$ cat config.mk
export PLATFORM = sky130hd
export DESIGN_NAME = spi_pwm_channel_controller
export DESIGN_NICKNAME = d
export VERILOG_FILES = /design/src/rtl/spi_pwm_channel_controller_pkg.sv /design/src/rtl/spi_pwm_channel_controller_shadow_bank.sv /design/src/rtl/spi_pwm_channel_controller.sv
export SDC_FILE = /design/constraint.sdc
export NUM_CORES = 1
export LEC_CHECK = 0
export BUFFER_PORTS_ARGS = -buffer_cell sky130_fd_sc_hd__buf_4
export CORE_MARGIN = 2
export CORE_UTILIZATION = 60
export DETAILED_ROUTE_END_ITERATION = 16
export PLACE_DENSITY = 0.92
export SYNTH_ARGS = -nofsm -noshare
export SYNTH_HDL_FRONTEND = slang
export SYNTH_HIERARCHICAL = 1
export SYNTH_SLANG_ARGS = --single-unit
$ cat constraint.sdc
create_clock -name IN_CLOCK -period 4.63 [get_ports IN_CLOCK]
set_input_delay 0.6945 -clock IN_CLOCK [delete_from_list [all_inputs] [get_ports IN_CLOCK]]
set_output_delay 0.6945 -clock IN_CLOCK [all_outputs]
set_load 0.01 [all_outputs]
$ cat src/rtl/spi_pwm_channel_controller_pkg.sv
// ----------------------------------------------------------------------------
// spi_pwm_channel_controller_pkg
// Shared definitions for the SPI-to-PWM command decoder: opcode encodings,
// the NOP argument that clears the sticky error, FSM state encoding, status
// byte bit positions and the frame checksum helper.
// Optional feature macro: FRAME_CHECKSUM_EN (adds the S_CHECK state).
// ----------------------------------------------------------------------------
package spi_pwm_channel_controller_pkg;

    localparam logic [1:0] OP_NOP     = 2'b00;
    localparam logic [1:0] OP_WR_DUTY = 2'b01;
    localparam logic [1:0] OP_RD_DUTY = 2'b10;
    localparam logic [1:0] OP_WR_EN   = 2'b11;

    localparam logic [5:0] NOP_CLR_ERR = 6'h20;

    // Status byte layout: error flag, pending flag, enables in the low bits.
    localparam int STAT_ERR_BIT  = 7;
    localparam int STAT_PEND_BIT = 6;

`ifdef FRAME_CHECKSUM_EN
    typedef enum logic [2:0] {
        S_IDLE  = 3'd0,
        S_CMD   = 3'd1,
        S_DATA  = 3'd2,
        S_DRAIN = 3'd3,
        S_CHECK = 3'd4
    } state_t;
`else
    typedef enum logic [2:0] {
        S_IDLE  = 3'd0,
        S_CMD   = 3'd1,
        S_DATA  = 3'd2,
        S_DRAIN = 3'd3
    } state_t;
`endif

    // Running XOR of frame bytes; a two-byte prefix is all a frame ever has.
    function automatic logic [7:0] frame_xor(input logic [7:0] a, input logic [7:0] b);
        return a ^ b;
    endfunction

endpackage

$ cat src/rtl/spi_pwm_channel_controller_shadow_bank.sv
// ----------------------------------------------------------------------------
// spi_pwm_shadow_bank
// Shadow duty/enable registers written by the command decoder, plus the
// active registers that drive the PWM channels. All shadows are copied to
// the active set together on a period boundary while an update is pending.
// Ports:
//   clk_i, rst_ni          clock, asynchronous active-low reset
//   wr_duty_i / wr_ch_i    shadow duty write strobe and channel index
//   wr_duty_data_i         duty value to write
//   wr_enable_i            shadow enable write strobe
//   wr_enable_data_i       enable mask to write
//   period_end_i           PWM counter wrap pulse (commit point)
//   duty_o, enable_o       active duty vector and enables (registered)
//   pending_o              shadows written since the last commit
// ----------------------------------------------------------------------------
module spi_pwm_shadow_bank #(
    parameter int CHANNELS         = 4,
    parameter int CH_ADDR_WIDTH    = 2,
    parameter int DEEP_FILL_FACTOR = 8
) (
    input  logic                                 clk_i,
    input  logic                                 rst_ni,
    input  logic                                 wr_duty_i,
    input  logic [CH_ADDR_WIDTH-1:0]             wr_ch_i,
    input  logic [DEEP_FILL_FACTOR-1:0]          wr_duty_data_i,
    input  logic                                 wr_enable_i,
    input  logic [CHANNELS-1:0]                  wr_enable_data_i,
    input  logic                                 period_end_i,
    output logic [CHANNELS*DEEP_FILL_FACTOR-1:0] duty_o,
    output logic [CHANNELS-1:0]                  enable_o,
    output logic                                 pending_o
);

    logic [CHANNELS*DEEP_FILL_FACTOR-1:0] shadow_duty_q, shadow_duty_d;
    logic [CHANNELS*DEEP_FILL_FACTOR-1:0] active_duty_q, active_duty_d;
    logic [CHANNELS-1:0]                  shadow_en_q, shadow_en_d;
    logic [CHANNELS-1:0]                  active_en_q, active_en_d;
    logic                                 pending_q, pending_d;
    logic                                 wr_any_s;

    // Shadow writes, commit and pending-flag next state.
    always_comb begin
        shadow_duty_d = shadow_duty_q;
        shadow_en_d   = shadow_en_q;
        active_duty_d = active_duty_q;
        active_en_d   = active_en_q;
        pending_d     = pending_q;
        wr_any_s      = wr_duty_i | wr_enable_i;

        for (int k = 0; k < CHANNELS; k++) begin
            if (wr_duty_i && (wr_ch_i == CH_ADDR_WIDTH'(k))) begin
                shadow_duty_d[k*DEEP_FILL_FACTOR +: DEEP_FILL_FACTOR] = wr_duty_data_i;
            end else begin
                shadow_duty_d[k*DEEP_FILL_FACTOR +: DEEP_FILL_FACTOR] =
                    shadow_duty_q[k*DEEP_FILL_FACTOR +: DEEP_FILL_FACTOR];
            end
        end

        if (wr_enable_i) begin
            shadow_en_d = wr_enable_data_i;
        end else begin
            shadow_en_d = shadow_en_q;
        end

        // A commit takes the shadows as they stood before this cycle's write;
        // a coincident write therefore keeps the update pending.
        if (period_end_i && pending_q) begin
            active_duty_d = shadow_duty_q;
            active_en_d   = shadow_en_q;
            pending_d     = wr_any_s;
        end else begin
            pending_d     = pending_q | wr_any_s;
        end
    end

    // Shadow, active and pending registers.
    always_ff @(posedge clk_i or negedge rst_ni) begin
        if (!rst_ni) begin
            shadow_duty_q <= '0;
            shadow_en_q   <= '0;
            active_duty_q <= '0;
            active_en_q   <= '0;
            pending_q     <= 1'b0;
        end else begin
            shadow_duty_q <= shadow_duty_d;
            shadow_en_q   <= shadow_en_d;
            active_duty_q <= active_duty_d;
            active_en_q   <= active_en_d;
            pending_q     <= pending_d;
        end
    end

    assign duty_o    = active_duty_q;
    assign enable_o  = active_en_q;
    assign pending_o = pending_q;

endmodule

$ cat src/rtl/spi_pwm_channel_controller.sv
// ----------------------------------------------------------------------------
// spi_pwm_channel_controller
// Parses SPI frames (command byte + payload) into per-channel PWM duty and
// enable shadows, commits them on the PWM period boundary, and provides the
// next MISO byte (status byte or read-back duty).
// Ports:
//   IN_CLOCK, IN_RESET        clock, asynchronous active-low reset
//   IN_CS                     synchronised chip select, low = frame active
//   IN_RX_DATA, IN_RX_VALID   received byte and its one-cycle strobe
//   IN_PERIOD_END             PWM counter wrap pulse
//   OUT_TX_DATA               byte the SPI slave shifts out next
//   OUT_DUTY, OUT_ENABLE      active duties / enables
//   OUT_UPDATE_PENDING        shadows await commit
//   OUT_FRAME_ERROR           sticky protocol error
// Optional feature macro: FRAME_CHECKSUM_EN -- write frames carry a trailing
// XOR checksum and the payload is only applied when it matches.
// ----------------------------------------------------------------------------
module spi_pwm_channel_controller
    import spi_pwm_channel_controller_pkg::*;
#(
    parameter int PACK_LENGTH      = 8,
    parameter int CHANNELS         = 4,
    parameter int CH_ADDR_WIDTH    = 2,
    parameter int DEEP_FILL_FACTOR = 8
) (
    input  logic                                 IN_CLOCK,
    input  logic                                 IN_RESET,
    input  logic                                 IN_CS,
    input  logic [PACK_LENGTH-1:0]               IN_RX_DATA,
    input  logic                                 IN_RX_VALID,
    input  logic                                 IN_PERIOD_END,
    output logic [PACK_LENGTH-1:0]               OUT_TX_DATA,
    output logic [CHANNELS*DEEP_FILL_FACTOR-1:0] OUT_DUTY,
    output logic [CHANNELS-1:0]                  OUT_ENABLE,
    output logic                                 OUT_UPDATE_PENDING,
    output logic                                 OUT_FRAME_ERROR
);

    state_t                  state_q, state_d;
    logic [PACK_LENGTH-1:0]  cmd_q, cmd_d;
    logic [PACK_LENGTH-1:0]  tx_q, tx_d;
    logic                    err_q, err_d;
    logic                    cs_prev_q;
`ifdef FRAME_CHECKSUM_EN
    logic [PACK_LENGTH-1:0]  payload_q, payload_d;
`endif

    logic                    wr_duty_s, wr_enable_s;
    logic [PACK_LENGTH-1:0]  wr_data_s;
    logic [PACK_LENGTH-1:0]  status_s;
    logic [PACK_LENGTH-1:0]  rd_duty_s;
    logic                    rx_bad_s, cmd_bad_s, in_payload_s;

    // Status byte, read-back mux and channel-range checks.
    always_comb begin
        status_s                = '0;
        status_s[STAT_ERR_BIT]  = err_q;
        status_s[STAT_PEND_BIT] = OUT_UPDATE_PENDING;
        status_s[CHANNELS-1:0]  = OUT_ENABLE;

        rd_duty_s = '0;
        for (int k = 0; k < CHANNELS; k++) begin
            if (IN_RX_DATA[5:0] == 6'(k)) begin
                rd_duty_s = PACK_LENGTH'(OUT_DUTY[k*DEEP_FILL_FACTOR +: DEEP_FILL_FACTOR]);
            end else begin
                rd_duty_s = rd_duty_s;
            end
        end

        // Range check uses the whole argument so out-of-range indices are
        // caught even when their low bits alias a real channel.
        rx_bad_s  = (IN_RX_DATA[5:0] >= 6'(CHANNELS));
        cmd_bad_s = (cmd_q[7:6] == OP_WR_DUTY) && (cmd_q[5:0] >= 6'(CHANNELS));
`ifdef FRAME_CHECKSUM_EN
        in_payload_s = (state_q == S_DATA) || (state_q == S_CHECK);
        wr_data_s    = payload_q;
`else
        in_payload_s = (state_q == S_DATA);
        wr_data_s    = IN_RX_DATA;
`endif
    end

    // Frame FSM next state, error flag, shadow write strobes and TX byte.
    always_comb begin
        state_d     = state_q;
        cmd_d       = cmd_q;
        err_d       = err_q;
        tx_d        = tx_q;
        wr_duty_s   = 1'b0;
        wr_enable_s = 1'b0;
`ifdef FRAME_CHECKSUM_EN
        payload_d   = payload_q;
`endif
        if (IN_CS) begin
            state_d = S_IDLE;
            if (in_payload_s) begin
                err_d = 1'b1;
            end else begin
                err_d = err_q;
            end
        end else begin
            case (state_q)
                S_IDLE: begin
                    if (cs_prev_q) begin
                        state_d = S_CMD;
                    end else begin
                        state_d = S_IDLE;
                    end
                end
                S_CMD: begin
                    if (IN_RX_VALID) begin
                        cmd_d = IN_RX_DATA;
                        case (IN_RX_DATA[7:6])
                            OP_NOP: begin
                                state_d = S_DRAIN;
                                if (IN_RX_DATA[5:0] == NOP_CLR_ERR) begin
                                    err_d = 1'b0;
                                end else begin
                                    err_d = err_q;
                                end
                            end
                            OP_RD_DUTY: begin
                                state_d = S_DATA;
                                if (rx_bad_s) begin
                                    err_d = 1'b1;
                                end else begin
                                    tx_d = rd_duty_s;
                                end
                            end
                            OP_WR_DUTY: begin
                                state_d = S_DATA;
                                if (rx_bad_s) begin
                                    err_d = 1'b1;
                                end else begin
                                    err_d = err_q;
                                end
                            end
                            default: state_d = S_DATA;
                        endcase
                    end else begin
                        state_d = S_CMD;
                    end
                end
                S_DATA: begin
                    if (IN_RX_VALID) begin
                        state_d = S_DRAIN;
                        case (cmd_q[7:6])
`ifdef FRAME_CHECKSUM_EN
                            OP_WR_DUTY, OP_WR_EN: begin
                                payload_d = IN_RX_DATA;
                                state_d   = S_CHECK;
                            end
`else
                            OP_WR_DUTY: wr_duty_s   = ~cmd_bad_s;
                            OP_WR_EN:   wr_enable_s = 1'b1;
`endif
                            default:    state_d     = S_DRAIN;
                        endcase
                    end else begin
                        state_d = S_DATA;
                    end
                end
`ifdef FRAME_CHECKSUM_EN
                S_CHECK: begin
                    if (IN_RX_VALID) begin
                        state_d = S_DRAIN;
                        if ((IN_RX_DATA == frame_xor(cmd_q, payload_q)) && !cmd_bad_s) begin
                            wr_duty_s   = (cmd_q[7:6] == OP_WR_DUTY);
                            wr_enable_s = (cmd_q[7:6] == OP_WR_EN);
                        end else begin
                            err_d = 1'b1;
                        end
                    end else begin
                        state_d = S_CHECK;
                    end
                end
`endif
                S_DRAIN: begin
                    if (IN_RX_VALID) begin
                        err_d = 1'b1;
                    end else begin
                        err_d = err_q;
                    end
                end
                default: state_d = S_IDLE;
            endcase
        end

        // Idle keeps the status byte fresh; a new frame snapshots it.
        if ((state_d == S_IDLE) || ((state_d == S_CMD) && (state_q != S_CMD))) begin
            tx_d = status_s;
        end else begin
            tx_d = tx_d;
        end
    end

    // FSM, command, error, TX and chip-select history registers.
    always_ff @(posedge IN_CLOCK or negedge IN_RESET) begin
        if (!IN_RESET) begin
            state_q   <= S_IDLE;
            cmd_q     <= '0;
            tx_q      <= '0;
            err_q     <= 1'b0;
            cs_prev_q <= 1'b1;
`ifdef FRAME_CHECKSUM_EN
            payload_q <= '0;
`endif
        end else begin
            state_q   <= state_d;
            cmd_q     <= cmd_d;
            tx_q      <= tx_d;
            err_q     <= err_d;
            cs_prev_q <= IN_CS;
`ifdef FRAME_CHECKSUM_EN
            payload_q <= payload_d;
`endif
        end
    end

    spi_pwm_shadow_bank #(
        .CHANNELS         (CHANNELS),
        .CH_ADDR_WIDTH    (CH_ADDR_WIDTH),
        .DEEP_FILL_FACTOR (DEEP_FILL_FACTOR)
    ) u_shadow_bank (
        .clk_i            (IN_CLOCK),
        .rst_ni           (IN_RESET),
        .wr_duty_i        (wr_duty_s),
        .wr_ch_i          (cmd_q[CH_ADDR_WIDTH-1:0]),
        .wr_duty_data_i   (wr_data_s[DEEP_FILL_FACTOR-1:0]),
        .wr_enable_i      (wr_enable_s),
        .wr_enable_data_i (wr_data_s[CHANNELS-1:0]),
        .period_end_i     (IN_PERIOD_END),
        .duty_o           (OUT_DUTY),
        .enable_o         (OUT_ENABLE),
        .pending_o        (OUT_UPDATE_PENDING)
    );

    assign OUT_TX_DATA     = tx_q;
    assign OUT_FRAME_ERROR = err_q;

endmodule
==> impl_metrics.ini, run 1 <==
[power]
power_switching_uw = 339
seqPwrFrac_pct = 56.1
power_density_mw_per_mm2 = 334
intPower_mw = 1.20
switching_share_pct = 22.0
p_leak_nw = 2.42
clockPowerShare_pct = 37.9
p_comb_share_pct = 5.9
fin_total_pwr_mw = 1.54
ir_worst_vdd_mv = 0.211

[logic_synthesis]
syn_area_mm2 = 0.00389
syn_nets = 267
synth.top_cell.area_share_pct = 59.8
synth_area_per_cell_um2 = 15.5
ys_ff_latch = 94
yosysMostFrequentCell = dfrtp_1
ys_seq_area_share_pct = 60.4
synthTopCellsByCount = dfrtp_1 (93), mux2_2 (79), mux2i_1 (9), nand2_1 (9)
yosys-top-cells-area = dfrtp_1 (60%), mux2_2 (23%), mux4_2 (4.6%)
synth_edf_count = 0
synth_flop_cell = dfrtp_1
syn_inst = 252
synth_cell_types = 32
yosysTopAreaCell = dfrtp_1
yosysWarningCount = 6
synth-async-reset-ratio_pct = 100

[cts]
cts-buffers-inserted = 9
clockRootBuffer = clkbuf_8
clock_sinks = 94
htreeDepth = 3
clock_latency_ps = 350
clockBufferDepth = 2
cts_setup_buffers = 0
holdBufCountCts = 0
cts_tree = built
clk_pin_slew_ps = 90
cts_resized = 0

[sta]
finalCritPeriodShare_pct = 61.7
hold_viol_final = 0
drv_slew = 0
min_period_ps = 2860
fmax_ghz = 0.350
setup-tns-final_ps = 0
tightest_slew_ps = 1230
finalSetupViolations = 0
skew_ps = 11.3
worst_slack_ps = 1770
slew-limit-headroom_pct = 17.5
rsz0062_at_grt = false
whs_ps = 350

[critical_path]
timing.rr.end = u_shadow_bank/shadow_duty_q[2]
critical_path_class = reg2reg
slowest_delay_ps = 650
critPathBufInv = 1
critPathMaxFanout = 8
cp_cell_sequence = inv_1 > nor2_1 > nand3_1 > nor4_1 > nor3b_4 > mux2_2
cp-start-kind = flop
cp_slowest_cell = nor3b_4
rr_worst_depth = 6
critPathRequiredTime_ps = 4860
cp-endpoint = u_shadow_bank/shadow_duty_q[2]
path_depth = 6
startpoint = state_q[1]
reg2reg_from = state_q[1]
regToRegSetupSlack_ps = 1770
path_delay_family = simple AND/OR/NAND/NOR gates
worst_setup_path_end_kind = flop
arrival_ps = 3080

[global_route]
antenna_found_initial = 0
globalRoute.totalOverflow = 0
grt_pass1_wl_um = 13700
first_global_vias = 2578
grt_use_total_pct = 25.6
grt_max_degree = 50

[placement]
placed_area_mm2 = 0.00440
portBuffers = 58
dp_slack_ps = 1650
dpl.hpwl_um = 5440
dp_cells = 382
gp_congestion = 0.883

[routing]
drc_errors = 0
wl_per_cell_um = 21.2
ant_nets = 0
drtIter0Drc = 154
via_count = 2384
routed_wl_um = 8450
viasPerCell = 5.99
first_pass_iters = 4

[layout]
stdcell_count = 398
final_core_util_pct = 73.0
design_area_mm2 = 0.00461
fillCellCount = 404
ff_latch_area_mm2 = 0.00235
diodes = 0
drive_above_1_share_pct = 52.0
multi_input_comb_area_mm2 = 0.00147
syn_to_final_growth_pct = 18.4
final_nets = 331

[worst_hold_path]
hold_class = in2async

[floorplan]
initial_core_util_pct = 61.7
num_rows = 29
die-height_um = 84.6
die_w_um = 84.6
core_area_mm2 = 0.00631
pin_count = 59
die_area_mm2 = 0.00715

[flow_run]
cap_violations = 0

[run_status]
status = complete, no violations
[worst min path at each step]
stage | end | slack, ps
finish | u_shadow_bank/duty_o[28] | 350
floorplan | OUT_FRAME_ERROR | 400
detailed placement | u_shadow_bank/shadow_duty_q[23] | 490
global placement | cmd_q[3] | 480
CTS | u_shadow_bank/shadow_duty_q[9] | 370
global route | u_shadow_bank/duty_o[28] | 390
[cells by family after synthesis]
| logic type | after synthesis | share of synthesized area [%] |
|---|---|---|
| simple gates | 30 | 4.85 |
| other cells | 1 | 0.0963 |
| mux | 96 | 29.8 |
| fa+ha+maj | 2 | 0.643 |
| buf+inv | 14 | 1.80 |
| compound gates | 15 | 2.38 |
| flops | 94 | 60.4 |
[cells in the final DEF (no fill, tap or decap)]
cell	n
a2111oi_1	1
a21oi_1	1
a221oi_1	1
a311oi_1	1
a31oi_1	1
and4b_2	1
buf_4	60
bufinv_16	2
clkbuf_1	2
clkbuf_8	10
clkinv_2	2
conb_1	1
dfrtp_1	93
dfstp_2	1
ha_1	2
inv_1	7
mux2_2	79
mux2i_1	9
mux4_2	8
nand2_1	9
nand3_1	2
nand3_2	1
nand3b_1	2
nor2_1	7
nor2b_1	1
nor3_1	1
nor3_4	2
nor3b_4	1
nor4_1	1
o21ai_0	8
o21bai_1	1
o22ai_1	1
or2_1	1
or4_1	1
[per-layer routing]
metal	global-route usage (%)	vias up	wire length [µm]
met3	6.10	17	440
met1	32.4	1242	3510
li1	-	1040	-
met5	0	-	0
met4	12.6	0	195
met2	41.9	85	4300
[sequential cells by signal, summed over array words and instances, names as in the netlist]
| signal | flops |
|---|---|
| u_shadow_bank/shadow_en_q | 4 |
| state_q | 3 |
| cs_prev_q | 1 |
| u_shadow_bank/shadow_duty_q | 32 |
| OUT_TX_DATA | 8 |
| u_shadow_bank/duty_o | 32 |
| u_shadow_bank/enable_o | 4 |
| cmd_q | 8 |
| u_shadow_bank/pending_o | 1 |
| OUT_FRAME_ERROR | 1 |
[area by class of cell]
type	count	share of cell area [%]
clock inverter	4	1.52
sequential	94	51.0
clock buffer	12	3.15
inverter	7	0.570
timing repair buffer	60	9.77
tap	77	2.09
multi-input combinational	144	31.9
[power by group through the flow]
stage / combinational (mW) / sequential [mW] / clock (mW)
final: 0.0912 / 0.864 / 0.584
after CTS: 0.0919 / 0.864 / 0.595
after floorplan: 0.0404 / 0.878 / 0
after global routing: 0.101 / 0.867 / 0.633
after detailed placement: 0.0904 / 0.880 / 0
after global placement: 0.0879 / 0.878 / 0
No activity file was read; power rests on OpenSTA's default activity.
==> run 2: changes to the inputs <==
--- a/config.mk
+++ b/config.mk
@@ -7,9 +7,9 @@
 export LEC_CHECK = 0
 export BUFFER_PORTS_ARGS = -buffer_cell sky130_fd_sc_hd__buf_4
 export CORE_MARGIN = 2
-export CORE_UTILIZATION = 60
+export CORE_UTILIZATION = 56
 export DETAILED_ROUTE_END_ITERATION = 16
-export PLACE_DENSITY = 0.92
+export PLACE_DENSITY = 0.88
 export SYNTH_ARGS = -nofsm -noshare
 export SYNTH_HDL_FRONTEND = slang
 export SYNTH_HIERARCHICAL = 1
==> constraint.sdc (replaced) <==
create_clock -name IN_CLOCK -period 2.7 [get_ports IN_CLOCK]
set_input_delay 0.405 -clock IN_CLOCK [delete_from_list [all_inputs] [get_ports IN_CLOCK]]
set_output_delay 0.405 -clock IN_CLOCK [all_outputs]
set_load 0.01 [all_outputs]
==> run 2 against run 1 <==
Clock skew decreased by 3.6 ps. Worst hold slack got worse by 240 ps. Non-clock buffer count is 2 higher. Maximum frequency rose by 18%. Sequential share of layout area fell by 0.43 points. Routed wire length decreased by 7.5%. Critical path type unchanged. Largest cell class unchanged.
==> impl_metrics.ini, run 2 (synthesis results as in run 1) <==
[run_status]
status = complete, no violations

[sta]
rsz0062_at_grt = false
tightest_slew_ps = 1170
min_period_ps = 2430
setup-tns-final_ps = 0
fmax_ghz = 0.411
slew-limit-headroom_pct = 21.7
hold_viol_final = 0
skew_ps = 7.73
drv_slew = 0
finalCritPeriodShare_pct = 90.0
finalSetupViolations = 0

[global_route]
grt_max_degree = 59
grt_use_total_pct = 22.5
grt_pass1_wl_um = 12500
first_global_vias = 2333
globalRoute.totalOverflow = 0
antenna_found_initial = 0

[routing]
drtIter0Drc = 201
ant_nets = 0
via_count = 2345
routed_wl_um = 7820
wl_per_cell_um = 19.4
drc_errors = 0
viasPerCell = 5.83
first_pass_iters = 4

[floorplan]
die_w_um = 87.4
die-height_um = 87.4
die_area_mm2 = 0.00764
initial_core_util_pct = 57.6
core_area_mm2 = 0.00676
pin_count = 59
num_rows = 30

[layout]
syn_to_final_growth_pct = 19.4
final_nets = 333
final_common_cell = dfrtp_1
final_cell_mix = dfrtp_1 (93), mux2_2 (79), buf_4 (61)
drive_above_1_share_pct = 52.5
diodes = 0

[critical_path]
regToRegSetupSlack_ps = 270
critical_path_class = reg2reg
arrival_ps = 2670
cp_cell_sequence = inv_1 > nor2_1 > nand3_1 > nor4_1 > buf_4 > nand3b_1 > mux2_2
startpoint = state_q[1]
reg2reg_from = state_q[1]
slowest_delay_ps = 490
worst_setup_path_end_kind = flop
timing.rr.end = u_shadow_bank/shadow_duty_q[11]
critPathRequiredTime_ps = 2940
critPathMaxFanout = 8
cp-start-kind = flop
cp_slowest_cell = dfrtp_1
rr_worst_depth = 7

[cts]
clk_pin_slew_ps = 90
holdBufCountCts = 0
clockBufferDepth = 2
cts_resized = 0
clock_sinks = 94
cts-buffers-inserted = 9
cts_setup_buffers = 0
cts_tree = built
clock_latency_ps = 350
clockRootBuffer = clkbuf_8
htreeDepth = 3

[power]
fin_total_pwr_mw = 2.66
p_leak_nw = 2.43
ir_worst_vdd_mv = 0.435
power_density_mw_per_mm2 = 572

[flow_run]
cap_violations = 0

[placement]
gp_congestion = 0.898
portBuffers = 58
dpl.hpwl_um = 5090

[worst_hold_path]
hold_class = in2async
==> run 2: changes by cell type in the layout (fill, tap and decap cells not counted) <==
cell / previous run / this run
buf_12: 0 / 1
clkbuf_1: 2 / 1
clkbuf_8: 10 / 11
clkinvlp_4: 0 / 1
clkinv_2: 2 / 0
buf_4: 60 / 61
==> run 2: cell type report <==
| cell class | count | area (µm²) |
|---|---|---|
| tap | 80 | 100 |
| clock buffer | 12 | 155 |
| multi-input combinational | 144 | 1470 |
| timing repair buffer | 62 | 478 |
| clock inverter | 3 | 67.6 |
| inverter | 7 | 26.3 |
| fill | 487 | 2110 |
| sequential | 94 | 2350 |
==> run 2: where the power goes <==
group          total, mW  switching [mW]  internal [mW]
clock network       1.02           0.455          0.568
registers           1.48          0.0341           1.45
logic              0.156          0.0875         0.0682
==> run 2: how the worst max path moves through the flow <==
stage | depth (start not counted) | end | slack, ps
after CTS | 7 | u_shadow_bank/shadow_duty_q[11] | 290
after global routing | 7 | u_shadow_bank/shadow_duty_q[10] | 90
after floorplan | 4 | u_shadow_bank/shadow_duty_q[0] | 490
after global placement | 6 | u_shadow_bank/shadow_duty_q[11] | 350
final | 7 | u_shadow_bank/shadow_duty_q[11] | 270
after detailed placement | 7 | u_shadow_bank/shadow_duty_q[14] | 270
==> run 2: worst max-delay path: cells and delay by family (launching register included) <==
family | cells | cell delay, ps
multiplexers | 1 | 440
buffers and inverters | 2 | 310
flip-flops | 1 | 490
AND/OR/NAND/NOR | 4 | 1090
==> run 2: through the flow <==
stage               hold WS, ps  utilization, %  cells  cell area [µm²]  worst slack (ps)
floorplan                   109               -    252             3890               492
global placement            478            65.5    387             4430               346
detailed placement          488            65.5    387             4430               271
CTS                         126            68.8    402             4650               293
global route                143            68.8    402             4650              92.4
finish                      111            68.8    402             4650               270
==> run 2: per-layer routing <==
metal / vias up / GRT usage (%) / routed length, µm
met4: 0 / 10.5 / 158
met3: 13 / 5.12 / 437
met2: 68 / 34.8 / 3950
met1: 1213 / 30.4 / 3280
li1: 1051 / - / -
met5: - / 0 / 0
